## src/rtl/alu_pkg.sv

```systemverilog
// alu_pkg
// Constants shared by the ALU datapath and its register stage:
//   WIDTH    - operand/result width (all signed-overflow rules assume 32)
//   alu_op_t - 4-bit ALUControl encoding; codes 1010-1111 are unused
//              and produce an all-zero result.
package alu_pkg;

    localparam int WIDTH = 32;

    typedef enum logic [3:0] {
        ALU_ADD  = 4'b0000,
        ALU_SUB  = 4'b0001,
        ALU_AND  = 4'b0010,
        ALU_OR   = 4'b0011,
        ALU_XOR  = 4'b0100,
        ALU_SLT  = 4'b0101,
        ALU_SLTU = 4'b0110,
        ALU_SLL  = 4'b0111,
        ALU_SRL  = 4'b1000,
        ALU_SRA  = 4'b1001
    } alu_op_t;

endpackage

```

## src/rtl/alu_datapath.sv

```systemverilog
// alu_datapath
// Purely combinational ALU core. Produces the next result and status
// flags from the operands and the operation select.
//   ALUControl      : operation select (alu_op_t encoding)
//   a, b            : operands (two's complement where signed)
//   result_next     : operation result
//   zero_next       : result_next == 0
//   overflow_next   : positive signed overflow on ADD/SUB
//   underflow_next  : negative signed overflow on ADD/SUB
//   less_than_next  : signed a < signed b, for every opcode
module alu_datapath
    import alu_pkg::*;
#(
    parameter int WIDTH  = alu_pkg::WIDTH,
    parameter int CTRL_W = 4
) (
    input  logic [CTRL_W-1:0] ALUControl,
    input  logic [WIDTH-1:0]  a,
    input  logic [WIDTH-1:0]  b,
    output logic [WIDTH-1:0]  result_next,
    output logic              zero_next,
    output logic              overflow_next,
    output logic              underflow_next,
    output logic              less_than_next
);

    localparam int SHW = $clog2(WIDTH);

    logic [WIDTH-1:0] sum;
    logic [WIDTH-1:0] diff;
    logic [SHW-1:0]   shamt;
    logic             slt;
    logic             sltu;
    logic             a_msb;
    logic             b_msb;

    assign sum   = a + b;
    assign diff  = a - b;
    // Only the low bits of b select the shift distance; upper bits ignored.
    assign shamt = b[SHW-1:0];
    assign slt   = $signed(a) < $signed(b);
    assign sltu  = a < b;
    assign a_msb = a[WIDTH-1];
    assign b_msb = b[WIDTH-1];

    always_comb begin
        result_next    = '0;
        overflow_next  = 1'b0;
        underflow_next = 1'b0;
        case (alu_op_t'(ALUControl))
            ALU_ADD: begin
                result_next    = sum;
                // Both operands share a sign that the sum does not.
                overflow_next  = !a_msb && !b_msb &&  sum[WIDTH-1];
                underflow_next =  a_msb &&  b_msb && !sum[WIDTH-1];
            end
            ALU_SUB: begin
                result_next    = diff;
                // Subtracting flips b's sign, so the operand test mirrors ADD.
                overflow_next  = !a_msb &&  b_msb &&  diff[WIDTH-1];
                underflow_next =  a_msb && !b_msb && !diff[WIDTH-1];
            end
            ALU_AND:  result_next = a & b;
            ALU_OR:   result_next = a | b;
            ALU_XOR:  result_next = a ^ b;
            ALU_SLT:  result_next = {{(WIDTH-1){1'b0}}, slt};
            ALU_SLTU: result_next = {{(WIDTH-1){1'b0}}, sltu};
            ALU_SLL:  result_next = a << shamt;
            ALU_SRL:  result_next = a >> shamt;
            ALU_SRA:  result_next = $unsigned($signed(a) >>> shamt);
            default:  result_next = '0;
        endcase
    end

    assign zero_next      = (result_next == '0);
    assign less_than_next = slt;

endmodule

```

## src/rtl/riscv_alu.sv

```systemverilog
// riscv_alu
// 32-bit RISC-V integer ALU with a registered output stage (one cycle
// of latency, a new operation accepted every cycle).
//   clk            : rising-edge clock
//   reset          : asynchronous, active-high; clears every output
//   ALUControl     : operation select (see alu_pkg::alu_op_t)
//   a, b           : operands
//   result         : registered result
//   zero_flag      : registered, result == 0
//   overflow       : registered, positive signed overflow on ADD/SUB
//   underflow      : registered, negative signed overflow on ADD/SUB
//   less_than_flag : registered, signed a < signed b
module riscv_alu
    import alu_pkg::*;
#(
    parameter int WIDTH  = alu_pkg::WIDTH,
    parameter int CTRL_W = 4
) (
    input  logic              clk,
    input  logic              reset,
    input  logic [CTRL_W-1:0] ALUControl,
    input  logic [WIDTH-1:0]  a,
    input  logic [WIDTH-1:0]  b,
    output logic [WIDTH-1:0]  result,
    output logic              zero_flag,
    output logic              overflow,
    output logic              underflow,
    output logic              less_than_flag
);

    logic [WIDTH-1:0] result_next;
    logic             zero_next;
    logic             overflow_next;
    logic             underflow_next;
    logic             less_than_next;

    logic [WIDTH-1:0] result_reg;
    logic             zero_reg;
    logic             overflow_reg;
    logic             underflow_reg;
    logic             less_than_reg;

    alu_datapath #(
        .WIDTH  (WIDTH),
        .CTRL_W (CTRL_W)
    ) u_datapath (
        .ALUControl     (ALUControl),
        .a              (a),
        .b              (b),
        .result_next    (result_next),
        .zero_next      (zero_next),
        .overflow_next  (overflow_next),
        .underflow_next (underflow_next),
        .less_than_next (less_than_next)
    );

    // zero_reg clears to 0 under reset even though the cleared result is
    // zero: downstream branch logic must not see a "taken" during reset.
    always_ff @(posedge clk or posedge reset) begin
        if (reset) begin
            result_reg    <= '0;
            zero_reg      <= 1'b0;
            overflow_reg  <= 1'b0;
            underflow_reg <= 1'b0;
            less_than_reg <= 1'b0;
        end else begin
            result_reg    <= result_next;
            zero_reg      <= zero_next;
            overflow_reg  <= overflow_next;
            underflow_reg <= underflow_next;
            less_than_reg <= less_than_next;
        end
    end

    assign result         = result_reg;
    assign zero_flag      = zero_reg;
    assign overflow       = overflow_reg;
    assign underflow      = underflow_reg;
    assign less_than_flag = less_than_reg;

endmodule

```

## config.mk

```make
export PLATFORM = sky130hd
export DESIGN_NAME = riscv_alu
export DESIGN_NICKNAME = d
export VERILOG_FILES = /design/src/rtl/alu_pkg.sv /design/src/rtl/alu_datapath.sv /design/src/rtl/riscv_alu.sv
export SDC_FILE = /design/constraint.sdc
export NUM_CORES = 1
export LEC_CHECK = 0
export ABC_AREA = 0
export ABC_CLOCK_PERIOD_IN_PS = 1350
export CAP_MARGIN = 20
export CELL_PAD_IN_SITES_DETAIL_PLACEMENT = 1
export CELL_PAD_IN_SITES_GLOBAL_PLACEMENT = 1
export CORE_MARGIN = 5
export CORE_UTILIZATION = 40
export DETAILED_ROUTE_END_ITERATION = 8
export PLACE_DENSITY = 0.8
export SLEW_MARGIN = 20
export SYNTH_ARGS = -nofsm -noshare
export SYNTH_HDL_FRONTEND = slang
export SYNTH_SLANG_ARGS = --single-unit
export TNS_END_PERCENT = 1
```

## constraint.sdc

```tcl
create_clock -name clk -period 1.35 [get_ports clk]
set_input_delay 0.2025 -clock clk [delete_from_list [all_inputs] [get_ports clk]]
set_output_delay 0.2025 -clock clk [all_outputs]
set_load 0.005 [all_outputs]
```

==> run_results.csv, run 1 <==
group,metric,value,unit
run_status,outcome,"stopped before the end",
run_status,stop_stage,"global routing (5_1_grt)",
run_status,firstError,"[ERROR GRT-0116] Global routing finished with congestion. Check the congestion regions in the DRC Viewer.",
synth,yosys_warnings,0,
clock_network,cts_sinks,36,
synth,dominantRegCellSynth,"dfrtp_1",
clock_network,htree_levels,2,
synth,synth_edf_count,0,
clock_network,cts_hold_buffers,0,
global_route,grt_pass1_vias,24637,
clock_network,cts_buffer_depth,2,
die,start_util,40.7,%
global_route,grt_util_all_layers,81.5,%
global_route,grt_max_degree,50,
synth,synth_most_common_cell,"nor2_1",
place,portBuffers,105,
synth,syn-cell-area,11000,sq um
synth,syn_nets,1605,
synth,synth.largest_area_cell,"ha_1",
global_route,gr-total-overflow,313,
synth,async_reset_ff_share,100,%
die,die_height,176,um
synth,synth_seq_cells,36,
die,fp.dieW,176,um
synth,synth.distinct_cells,95,
clock_network,clockRootBuffer,"clkbuf_16",
die,fp-row-count,60,
synth,ys_seq_area_share,8.21,%
synth,ys_top_cells_by_area,"ha_1, mux4_2, dfrtp_1",
place,place.detailed.instances,2383,
synth,synthCells,1435,
synth,synth_top_area_share,11.2,%
synth,syn_area_per_cell,7.64,sq um
clock_network,cts_buffers,5,
place,dp_hpwl,61200,um
die,ios,106,
place,place_area,16700,sq um
place,finalWeightedCongestion,1.12,
synth,ys_top_cells_by_count,"nor2_1, nand2_1, a21oi_1, ha_1, inv_1",
global_route,grt_pass1_wl,192000,um
==> metrics by stage <==
stage	setup WS [ns]	TNS, ns	hold WS (ns)	utilization [%]
2_1_floorplan	-2.44	-49.01	0.369	-
3_3_place_gp	-2.80	-71.50	0.578	61.8
3_5_place_dp	-3.31	-78.76	0.583	61.8
4_1_cts	-2.25	-52.75	0.266	69.1
==> cell families after synthesis <==
kind of cell | after synthesis | share of synthesized area [%]
DFF | 36 | 8.21
xor gates and xnor gates | 15 | 1.20
and+or+nand+nor | 460 | 20.9
AOI/OAI and AO/OA | 477 | 30.3
adders and majority gates | 100 | 11.5
buffers and inverters | 213 | 8.39
muxes | 134 | 19.4
==> layer usage <==
metal	track usage, %	overflow
met1	80.2	0
met2	94.7	196
met3	70.7	3
met4	81.6	114
met5	45.2	0
==> what timing repair did <==
item,in CTS
cloned,3
endpoints found under the setup margin,53
gates resized for setup,390
setup buffers,63
pin swaps,86
==> run 2, diff against run 1 <==
--- a/config.mk
+++ b/config.mk
@@ -8,12 +8,10 @@
 export ABC_AREA = 0
 export ABC_CLOCK_PERIOD_IN_PS = 1350
 export CAP_MARGIN = 20
-export CELL_PAD_IN_SITES_DETAIL_PLACEMENT = 1
-export CELL_PAD_IN_SITES_GLOBAL_PLACEMENT = 1
 export CORE_MARGIN = 5
-export CORE_UTILIZATION = 40
+export CORE_UTILIZATION = 25
 export DETAILED_ROUTE_END_ITERATION = 8
-export PLACE_DENSITY = 0.8
+export PLACE_DENSITY_LB_ADDON = 0.15
 export SLEW_MARGIN = 20
 export SYNTH_ARGS = -nofsm -noshare
 export SYNTH_HDL_FRONTEND = slang
==> run 2 against run 1 <==
The flow now finishes, with violations (negative setup slack). Synthesized area unchanged. Synthesized cell count unchanged.
==> run_results.csv, run 2 <==
group,metric,value,unit
cells_and_area,layout_commonest_cell,"buf_4",
power,p_leak,8.52,nW
synth,ys_top_cells_by_count,"nor2_1, nand2_1, a21oi_1, ha_1, inv_1",
synth,synth_seq_cells,36,
synth,synth_most_common_cell,"nor2_1",
sta,hold_viol_final,0,
sta,finalCritPeriodShare,257,%
clock_network,cts_buffers,5,
cells_and_area,largest_register_ff_count,32,
run,drv_cap,0,
critical_path,startpoint_type,"primary input",
routing,ant_nets,0,
cells_and_area,areaGrowthSynthToFinish,68.5,%
critical_path,crit_family,"simple AND/OR/NAND/NOR gates",
critical_path,critical-path-max-stage-delay,0.58,ns
global_route,gr-total-overflow,0,
synth,ys_top_cells_by_area,"ha_1, mux4_2, dfrtp_1",
global_route,grt_util_all_layers,26.3,%
clock_network,cts_sinks,36,
critical_path,slowest_stage,"mux4_2",
hold_path,hp-class,"in -> async",
clock_network,cts_buffer_depth,2,
die,fp-row-count,76,
clock_network,htree_levels,2,
routing,num_vias,14671,
place,portBuffers,105,
critical_path,crit_chain,"buf_12, buf_12, mux4_2, mux2_4, a221o_1, a2111o_1, nand4bb_1, or4b_4, nor4_2, buf_4, nand4_1, nor4_2",
synth,ys_seq_area_share,8.21,%
synth,dominantRegCellSynth,"dfrtp_1",
synth,synth_edf_count,0,
cells_and_area,mostFrequentLayoutCells,"buf_4, nor2_1, nand2_1",
global_route,antenna_found_initial,1,
synth,synth.distinct_cells,95,
routing,wl,65400,um
run_status,outcome,"finished with violations",
cells_and_area,n_fill_cell,4435,
synth,async_reset_ff_share,100,%
sta,worst_slack,-2.12,ns
die,die_height,219,um
cells_and_area,finalNonFillerCells,2665,
die,core,43300,sq um
global_route,grt_pass1_wl,95100,um
sta,max_freq,288,MHz
cells_and_area,finish.instance_area,18500,sq um
cells_and_area,final_util,42.7,%
place,preCtsSetupSlack,-3.14,ns
critical_path,crit_buf_inv,3,
routing,wl_per_cell,24.5,um
place,finalWeightedCongestion,0.982,
synth,syn-cell-area,11000,sq um
sta,period_minus_slack,3.47,ns
routing,drt_iter0_drc,1454,
power,peakVddDrop,0.000489,V
die,ios,106,
sta,worstMarginPinSlew,0.703,ns
cells_and_area,drive_gt1_share,45.3,%
sta,rsz0062_at_grt,"true",
power,finalPower,10.4,mW
critical_path,worstSetupPathType,"in -> reg",
synth,yosys_warnings,0,
global_route,grt_pass1_vias,14661,
routing,drc_errors,0,
run_status,violations,"negative setup slack",
global_route,grt_max_degree,54,
critical_path,end_kind,"register",
cells_and_area,finalNetCount,2248,
clock_network,clockRootBuffer,"clkbuf_16",
die,fp.dieW,219,um
synth,syn_nets,1605,
synth,synth.largest_area_cell,"ha_1",
routing,drtPass1Iterations,5,
place,place.detailed.instances,2637,
critical_path,arrival,3.68,ns
clock_network,cts_tree,"built",
power,power_density,562,nW/um^2
critical_path,crit_path_max_fanout,7,
synth,synthCells,1435,
clock_network,clk_pin_slew_worst_paths,0.06,ns
sta,slew_violations,0,
clock_network,cts_hold_buffers,0,
critical_path,cp.required,1.57,ns
die,start_util,25.4,%
die,dieArea,48200,sq um
place,place_area,17100,sq um
synth,syn_area_per_cell,7.64,sq um
synth,synth_top_area_share,11.2,%
sta,setup_viol,36,
place,dp_hpwl,54200,um
sta,relSlewSlack,53.0,%
routing,routed_via_density,5.51,
[run 2: cell counts after synthesis]
Identical to the previous run, type by type.
[run 2: metrics by stage]
step | hold slack [ns] | setup TNS [ns]
2_1_floorplan | 0.369 | -49.01
3_3_place_gp | 0.555 | -78.02
3_5_place_dp | 0.566 | -77.77
4_1_cts | 0.232 | -47.42
5_1_grt | 0.244 | -49.85
6_report | 0.221 | -46.87
[run 2: metal layers]
layer,vias up,GRT usage (%),wire (um)
met5,-,0,0
met4,0,8.00,2020
met3,94,4.88,4790
met2,589,40.7,28800
met1,7220,37.3,29800
li1,6768,-,-
[run 2: repair_timing]
item                                   in CTS  in global routing
pin swaps                                  58                 12
gates cloned                                3                  0
resized for setup                         264                 71
endpoints found under the hold margin       0                  0
setup buffers                              15                  1
setup endpoints to repair                  45                 49
[run 2: final timing paths]
kind / to / cells past startpoint / from / slack [ns]
worst max-delay path: zero_flag$_DFF_PP0_ / 12 / b[0] / -2.12
worst min-delay path: result[19]$_DFF_PP0_ / 3 / reset / 0.22
max in group asynchronous: result[12]$_DFF_PP0_ / 3 / reset / 0.92
min in group clk: result[1]$_DFF_PP0_ / 5 / b[1] / 0.71
[run 2: worst min-delay path, cell delays in order]
cell	delay [ns]
clkdlybuf4s50_1	0.40
clkinv_1	0.07
buf_12	0.22
[run 2: power breakdown]
| part | leakage, nW | switching, mW | internal [mW] | total (mW) |
|---|---|---|---|---|
| Combinational | 7.98 | 3.96 | 3.74 | 7.70 |
| Sequential | 0.459 | 0.0310 | 1.21 | 1.24 |
| Clock | 0.0804 | 0.560 | 0.879 | 1.44 |
[run 2: area by class of cell]
| type | instances | area, sq um | share of cell area (%) |
|---|---|---|---|
| clock inverter | 3 | 46.3 | 0.250 |
| clock buffer | 5 | 125 | 0.677 |
| tap | 585 | 732 | 3.96 |
| antenna | 1 | 2.50 | 0.0135 |
| multi-input combinational | 1186 | 10100 | 54.8 |
| inverter | 99 | 383 | 2.07 |
| timing repair buffer | 750 | 6160 | 33.3 |
| sequential | 36 | 901 | 4.87 |
[run 2: kinds of logic (layout without fill, tap and decap cells)]
logic type                 after synthesis  in the layout  share of synthesized area, %
adders and majority gates              100            100                          11.5
buffers and inverters                  213            857                          8.39
other                                    0              1                             0
AOI/OAI and AO/OA                      477            477                          30.3
DFF                                     36             36                          8.21
and+or+nand+nor                        460            460                          20.9
muxes                                  134            134                          19.4
xor gates and xnor gates                15             15                          1.20
(Power assumes the default switching activity.)
